File: config.mk
export PLATFORM = sky130hd
export DESIGN_NAME = booth_multiplier
export DESIGN_NICKNAME = d
export VERILOG_FILES = /design/src/rtl/booth_multiplier.sv
export SDC_FILE = /design/constraint.sdc
export NUM_CORES = 1
export LEC_CHECK = 0
export BUFFER_PORTS_ARGS = -buffer_cell sky130_fd_sc_hd__buf_2
export CAP_MARGIN = 20
export CELL_PAD_IN_SITES_DETAIL_PLACEMENT = 1
export CELL_PAD_IN_SITES_GLOBAL_PLACEMENT = 1
export CORE_ASPECT_RATIO = 1.25
export CORE_UTILIZATION = 28
export DETAILED_ROUTE_END_ITERATION = 8
export PLACE_DENSITY = 0.55
export SYNTH_ARGS = -nofsm -noshare
export SYNTH_HDL_FRONTEND = slang
export SYNTH_SLANG_ARGS = --single-unit
File: constraint.sdc
create_clock -name clock -period 4.6 [get_ports clock]
set_clock_uncertainty 0.1 [all_clocks]
set_input_delay 0.46 -clock clock [delete_from_list [all_inputs] [get_ports clock]]
set_output_delay 0.46 -clock clock [all_outputs]
set_load 0.005 [all_outputs]
File: src/rtl/booth_multiplier.sv
// Sequential radix-2 Booth multiplier. One Booth step per clock over N+1 steps,
// operands extended to N+1 bits so unsigned and two's-complement share one datapath.
module booth_multiplier #(
  parameter int unsigned N = 8
) (
  input  logic             clock,
  input  logic             reset,
  input  logic             start,
  input  logic             signed_mode,
  input  logic [N-1:0]     M,
  input  logic [N-1:0]     Q,
  output logic [2*N-1:0]   product,
  output logic             ready,
  output logic             busy,
  output logic             done
);

  localparam int unsigned W    = N + 1;
  localparam int unsigned CntW = $clog2(W + 1);

  typedef enum logic [1:0] {StIdle, StRun, StDone} state_e;

  state_e          state_q, state_d;
  logic [W-1:0]    a_q, a_d;
  logic [W-1:0]    qx_q, qx_d;
  logic            qm1_q, qm1_d;
  logic [W-1:0]    mx_q, mx_d;
  logic [CntW-1:0] cnt_q, cnt_d;
  logic [2*N-1:0]  product_q, product_d;
  logic            done_q, done_d;

  logic [W-1:0]    a_sum;
  logic [W-1:0]    a_shr;
  logic [W-1:0]    qx_shr;
  logic [2*W-1:0]  full_shr;
  logic [W-1:0]    m_ext;
  logic [W-1:0]    q_ext;

  // Booth add/subtract followed by arithmetic right shift of {A, Qx, q-1}
  always_comb begin
    m_ext = signed_mode ? {M[N-1], M} : {1'b0, M};
    q_ext = signed_mode ? {Q[N-1], Q} : {1'b0, Q};
    unique case ({qx_q[0], qm1_q})
      2'b10:   a_sum = a_q - mx_q;
      2'b01:   a_sum = a_q + mx_q;
      default: a_sum = a_q;
    endcase
    a_shr    = {a_sum[W-1], a_sum[W-1:1]};
    qx_shr   = {a_sum[0], qx_q[W-1:1]};
    full_shr = {a_shr, qx_shr};
  end

  // Next-state logic: capture on start from IDLE/DONE, step while RUN
  always_comb begin
    state_d   = state_q;
    a_d       = a_q;
    qx_d      = qx_q;
    qm1_d     = qm1_q;
    mx_d      = mx_q;
    cnt_d     = cnt_q;
    product_d = product_q;
    done_d    = 1'b0;
    unique case (state_q)
      StIdle, StDone: begin
        if (start) begin
          a_d     = '0;
          qx_d    = q_ext;
          qm1_d   = 1'b0;
          mx_d    = m_ext;
          cnt_d   = '0;
          state_d = StRun;
        end
      end
      StRun: begin
        a_d   = a_shr;
        qx_d  = qx_shr;
        qm1_d = qx_q[0];
        cnt_d = cnt_q + CntW'(1);
        // cnt_q counts completed steps; step N is the (N+1)-th and last
        if (cnt_q == CntW'(N)) begin
          state_d   = StDone;
          product_d = full_shr[2*N-1:0];
          done_d    = 1'b1;
        end
      end
      default: state_d = StIdle;
    endcase
  end

  // State registers with synchronous reset
  always_ff @(posedge clock) begin
    if (reset) begin
      state_q   <= StIdle;
      a_q       <= '0;
      qx_q      <= '0;
      qm1_q     <= 1'b0;
      mx_q      <= '0;
      cnt_q     <= '0;
      product_q <= '0;
      done_q    <= 1'b0;
    end else begin
      state_q   <= state_d;
      a_q       <= a_d;
      qx_q      <= qx_d;
      qm1_q     <= qm1_d;
      mx_q      <= mx_d;
      cnt_q     <= cnt_d;
      product_q <= product_d;
      done_q    <= done_d;
    end
  end

  assign product = product_q;
  assign ready   = (state_q == StDone);
  assign busy    = (state_q == StRun);
  assign done    = done_q;

endmodule
Word-level counts from Yosys, hierarchy flattened
Index checks and enable logic that the tools add are counted.
{"block": "totals", "inputBits": 20, "wordCells": 42, "out_inout_bits": 19, "reg_bits": 51}
{"block": "classes", "n_bitwise": 1, "addsub": 3, "muxes": 15, "n_reduce_logical": 8, "eq_ne": 7}
{"operator": "9-bit one-hot mux with 2 select lines", "n": 3}
{"operator": "9-bit two-way mux", "n": 4}
{"operator": "9-bit adder", "n": 1}
{"operator": "9-bit subtractor", "n": 1}
{"operator": "4-bit one-hot mux with 2 select lines", "n": 1}
{"operator": "2-bit AND reduction", "n": 4}
{"operator": "4-bit by 1-bit adder with 4-bit output (second input constant)", "n": 1}
{"operator": "2-bit by 1-bit equality test with 1-bit output (second input constant)", "n": 2}
{"operator": "2-bit equality test (second input constant)", "n": 2}
{"operator": "4-bit equality test (second input constant)", "n": 1}
{"operator": "2-bit two-way mux", "n": 2}
{"operator": "4-bit two-way mux", "n": 1}
{"operator": "2-bit one-hot mux with 2 select lines", "n": 1}
{"operator": "2-bit OR reduction", "n": 2}
{"operator": "2-bit logical NOT", "n": 1}
{"operator": "1-bit two-way mux", "n": 2}
{"operator": "2-bit by 1-bit != test with 1-bit output (second input constant)", "n": 1}
{"operator": "2-bit != test (second input constant)", "n": 1}
{"operator": "1-bit one-hot mux with 2 select lines", "n": 1}
{"operator": "2-bit nonzero test", "n": 1}
{"operator": "1-bit NOT", "n": 1}

Logic depth before layout (Yosys ltp)
{"block": "depth", "word_depth": 4, "ltp_mapped": 11, "ltp_nobuf": 10}

Worst setup path before layout
Ideal clock, no wire load.
{"block": "synth_timing", "path_type": "register -> register", "from": "register qx_q[0]", "to": "register a_q[6]", "arrival_ns": 2.367, "setup_slack_ns": 2.072, "required_ns": 4.439, "path_stages_with_launch": 11, "n_path_buf": 1, "period_less_slack_ns": 2.528, "setup_ns": 0.061, "cell_sequence": "dfxtp_1 inv_1 ha_1 clkbuf_1 mux2_2 ha_1 a21o_1 a41o_1 o311a_1 a211oi_2 a32o_1"}
{"block": "synth_via", "elab_chain_len": 3, "elab_cells_between_ends": 4, "classes_between": "eq/ne: 2; mux: 2"}
{"element": "start: declaration", "line": "25", "source": "logic [W-1:0] qx_q, qx_d;"}
{"element": "start signal: assignment", "line": "104", "source": "qx_q <= qx_d;"}
{"element": "2-bit by 1-bit equality test with 1-bit output / 2-bit equality test (equally long branches)", "line": "43", "source": "unique case ({qx_q[0], qm1_q})"}
{"element": "9-bit one-hot mux with 2 select lines (*)", "line": "43"}
{"element": "9-bit one-hot mux with 2 select lines (*)", "line": "63", "source": "unique case (state_q)"}
{"element": "end signal: assignment", "line": "94", "source": "a_q <= '0;"}
{"element": "end signal: assignment", "line": "103", "source": "a_q <= a_d;"}
{"element": "end: declaration", "line": "24", "source": "logic [W-1:0] a_q, a_d;"}
Mark *: on every way between the ends. The rest lies on a longest branch, timed or not.
A chain may end at the register's enable or synchronous reset.

Worst setup path after layout
{"block": "layout_timing", "from": "register mx_q[0]", "to": "register a_q[7]"}
{"block": "layout_via", "elab_chain_len": 3, "elab_cells_between_ends": 4, "classes_between": "add/sub: 2; mux: 2"}
{"element": "start: declaration", "line": "27", "source": "logic [W-1:0] mx_q, mx_d;"}
{"element": "start signal: assignment", "line": "106", "source": "mx_q <= mx_d;"}
{"element": "9-bit adder / 9-bit subtractor (equally long branches)", "line": "45, 44"}
{"element": "9-bit one-hot mux with 2 select lines (*)", "line": "43"}
{"element": "9-bit one-hot mux with 2 select lines (*)", "line": "63"}
Marks and branches as above.

==> flow_summary_export.csv <==
group,metric,value,unit
worst_setup_path,crit_chain,"or3_1 > nor3_1 > nor2_1 > xor2_1 > ha_1 > o211ai_1 > o211ai_1 > a21oi_1 > or4b_1 > o211ai_2",
route,routed_wl,6.617,mm
finish,layout-drive-gt1-share,16.77,%
clock_tree,clk_latency,310,ps
timing,max_freq,368.4,MHz
synth,synthFlopType,"dfxtp_1",
finish,seqCellArea,1001,sq um
timing,rsz0062_at_grt,"no",
clock_tree,cts.repair.resized,0,
floorplan,die_w,85.73,um
placed_design,dp_hpwl,4.752,mm
synth,synth_cell_type_count,42,
worst_hold_path,hold_depth,3,
route,ant_nets,0,
worst_setup_path,critPathMaxStageDelay,480,ps
worst_setup_path,rr_startpoint,"mx_q[0]$_SDFFE_PP0P_",
worst_setup_path,reg2reg_to,"a_q[7]$_SDFFE_PP0P_",
synth,yosysWarnings,0,
floorplan,core,8379,sq um
floorplan,pin_count,39,
grt,grt_antenna_before_repair,0,
timing,slew_viol_final,0,
worst_setup_path,crit_family,"simple AND/OR/NAND/NOR gates",
grt,grt_pass1_vias,2229,
clock_tree,cts_setup_buffers,0,
placed_design,routabilityCongestion,0.7680,
route,vias_per_cell,4.964,
worst_setup_path,start_kind,"flip-flop",
synth,postSynthCellCount,297,
clock_tree,cts_buffers,5,
placed_design,numPlacedInstances,438,
worst_setup_path,endpoint_kind,"flip-flop",
floorplan,die_h,106.7,um
finish,antenna_cells,0,
floorplan,placement_rows,37,
worst_hold_path,min_from,"M[1]",
route,wl_per_cell,14.87,um
worst_setup_path,cp.required,4740,ps
synth,synth_edf_count,0,
finish,fin_cells,445,
route,vias,2209,
clock_tree,hold_buffers,0,
finish,nets,361,
route,drt_first_pass_iters,3,
worst_hold_path,hp-class,"in2reg",
pwr,ir_drop,131.1,uV
worst_hold_path,hold_end,"mx_q[1]$_SDFFE_PP0P_",
floorplan,start_util,29.28,%
timing,slew_headroom,39.99,%
timing,tightest_slew,900.2,ps
synth,synth-seq-area-share,40.80,%
timing,timing.final.ws_setup,1885,ps
placed_design,port_buffers,38,
synth,synth_area,2454,sq um
finish,multi_input_comb_area,1351,sq um
synth,avgSynthCellArea,8.261,sq um
finish,area_delta_synth_final,15.09,%
worst_setup_path,crit_fanout,5,
flow_run,maxCapViolCount,0,
grt,overflow,0,
finish,mostFrequentLayoutCell,"dfxtp_1",
worst_setup_path,crit_top_cell,"o211ai_1",
worst_setup_path,timing.reg2reg.setup_slack,1890,ps
grt,grt_start_max_net_pins,46,
timing,setup_viol,0,
timing,fin_crit,2715,ps
clock_tree,cts_sinks,50,
grt,grtUsageTotal,15.37,%
worst_setup_path,crit_buf_inv,0,
floorplan,design.die.area,9143,sq um
timing,final.setup.tns,0,ps
clock_tree,root_buffer,"clkbuf_8",
worst_setup_path,worstSetupPathType,"reg2reg",
placed_design,pre_cts_ws,1879,ps
finish,n_fill_cell,1024,
timing,hold_viol,0,
clock_tree,clk_pin_slew,90,ps
route,drt-initial-drc-count,45,
worst_setup_path,arrival,2850,ps
synth,synth_nets,330,
route,drc,0,
clock_tree,cts_tree,"yes",
grt,grt_pass1_wl,10.95,mm
finish,utilization,33.70,%
pwr,powerDensity,314.5,nW/um^2
timing,finalCritPeriodShare,59.01,%
finish,final_cell_mix,"dfxtp_1 (50), nand2_1 (49), a21oi_1 (44)",
synth,ys_ff_latch,50,
synth,async_flop_share,0,%
status,status,"complete, no violations",
worst_setup_path,reg2reg_depth,10,
pwr,leakage,0.001211,uW
clock_tree,cts_buffer_depth,2,
worst_setup_path,slowest_stage,"or4b_1",
clock_tree,htree_levels,2,
==> Yosys cell counts (7+ instances only) <==
library cell | number | area (sq um)
a22oi_1 | 11 | 82.58
a21oi_1 | 44 | 220.2
dfxtp_1 | 50 | 1001
nand2_1 | 49 | 183.9
clkbuf_1 | 14 | 52.55
inv_1 | 8 | 30.03
ha_1 | 12 | 150.1
nor2_1 | 22 | 82.58
o21ai_0 | 7 | 35.03
==> report_power, final <==
part | leakage (uW) | switching, uW | internal, uW
clock network | 0.0000438 | 153 | 103
registers | 0.000406 | 15.2 | 448
logic | 0.000761 | 101 | 68.0
==> logic make-up (layout without fill, tap and decap cells) <==
kind of cell	after synthesis	count (layout)	share of synthesized area [%]
DFF	50	50	40.80
buffers and inverters	26	57	4.130
AOI/OAI and AO/OA	91	91	23.66
xor gates and xnor gates	12	12	4.283
and+or+nand+nor	101	101	18.51
adders and majority gates	13	13	6.935
muxes	4	4	1.683
==> state kept, by name (all words and copies together) (netlist names) <==
register,flops
product,16
mx_q,9
qx_q,9
a_q,8
cnt_q,4
state_q,2
done,1
qm1_q,1
==> layout make-up <==
cell class / instances / area share (%)
inverters: 9 / 1.196
flip-flops and latches: 50 / 35.45
clock buffers: 5 / 2.437
multi-input cells: 221 / 47.85
well taps: 117 / 5.184
clock inverters: 2 / 0.3545
repair buffers: 41 / 7.532
==> worst max-delay path by stage <==
stage                          from                  end  cells after the start
6_report       mx_q[0]$_SDFFE_PP0P_  a_q[7]$_SDFFE_PP0P_                     10
5_1_grt        mx_q[0]$_SDFFE_PP0P_  a_q[7]$_SDFFE_PP0P_                     10
4_1_cts        mx_q[0]$_SDFFE_PP0P_  a_q[7]$_SDFFE_PP0P_                     10
3_5_place_dp   mx_q[0]$_SDFFE_PP0P_  a_q[7]$_SDFFE_PP0P_                     10
3_3_place_gp   mx_q[0]$_SDFFE_PP0P_  a_q[6]$_SDFFE_PP0P_                     10
2_1_floorplan  qx_q[0]$_SDFFE_PP0P_  a_q[6]$_SDFFE_PP0P_                     10
==> metrics by stage <==
| stage | hold slack, ps | power [uW] | instance area [sq um] |
|---|---|---|---|
| floorplan | 344.4 | 595.8 | 2454 |
| global placement | 341.5 | 642.9 | 2745 |
| detailed placement | 347.4 | 645.0 | 2745 |
| CTS | 281.1 | 902.5 | 2824 |
| global route | 288.3 | 937.9 | 2824 |
| finish | 288.0 | 888.0 | 2824 |
==> worst reg2reg max path: cells and delay by family, from the launching register on <==
family / cells / cell delay (ps)
fa+ha+maj: 1 / 360
xor+xnor: 1 / 160
flops: 1 / 350
simple gates: 4 / 1150
compound gates: 4 / 520
==> metal layers <==
layer | up-vias | routed length, um | global-route usage, %
li1 | 1095 | - | -
met1 | 1082 | 2889 | 18.06
met2 | 25 | 3484 | 28.06
met3 | 7 | 136 | 2.771
met4 | 0 | 106 | 4.762
met5 | - | 0 | 0
No activity file was read; power rests on OpenSTA's default activity.
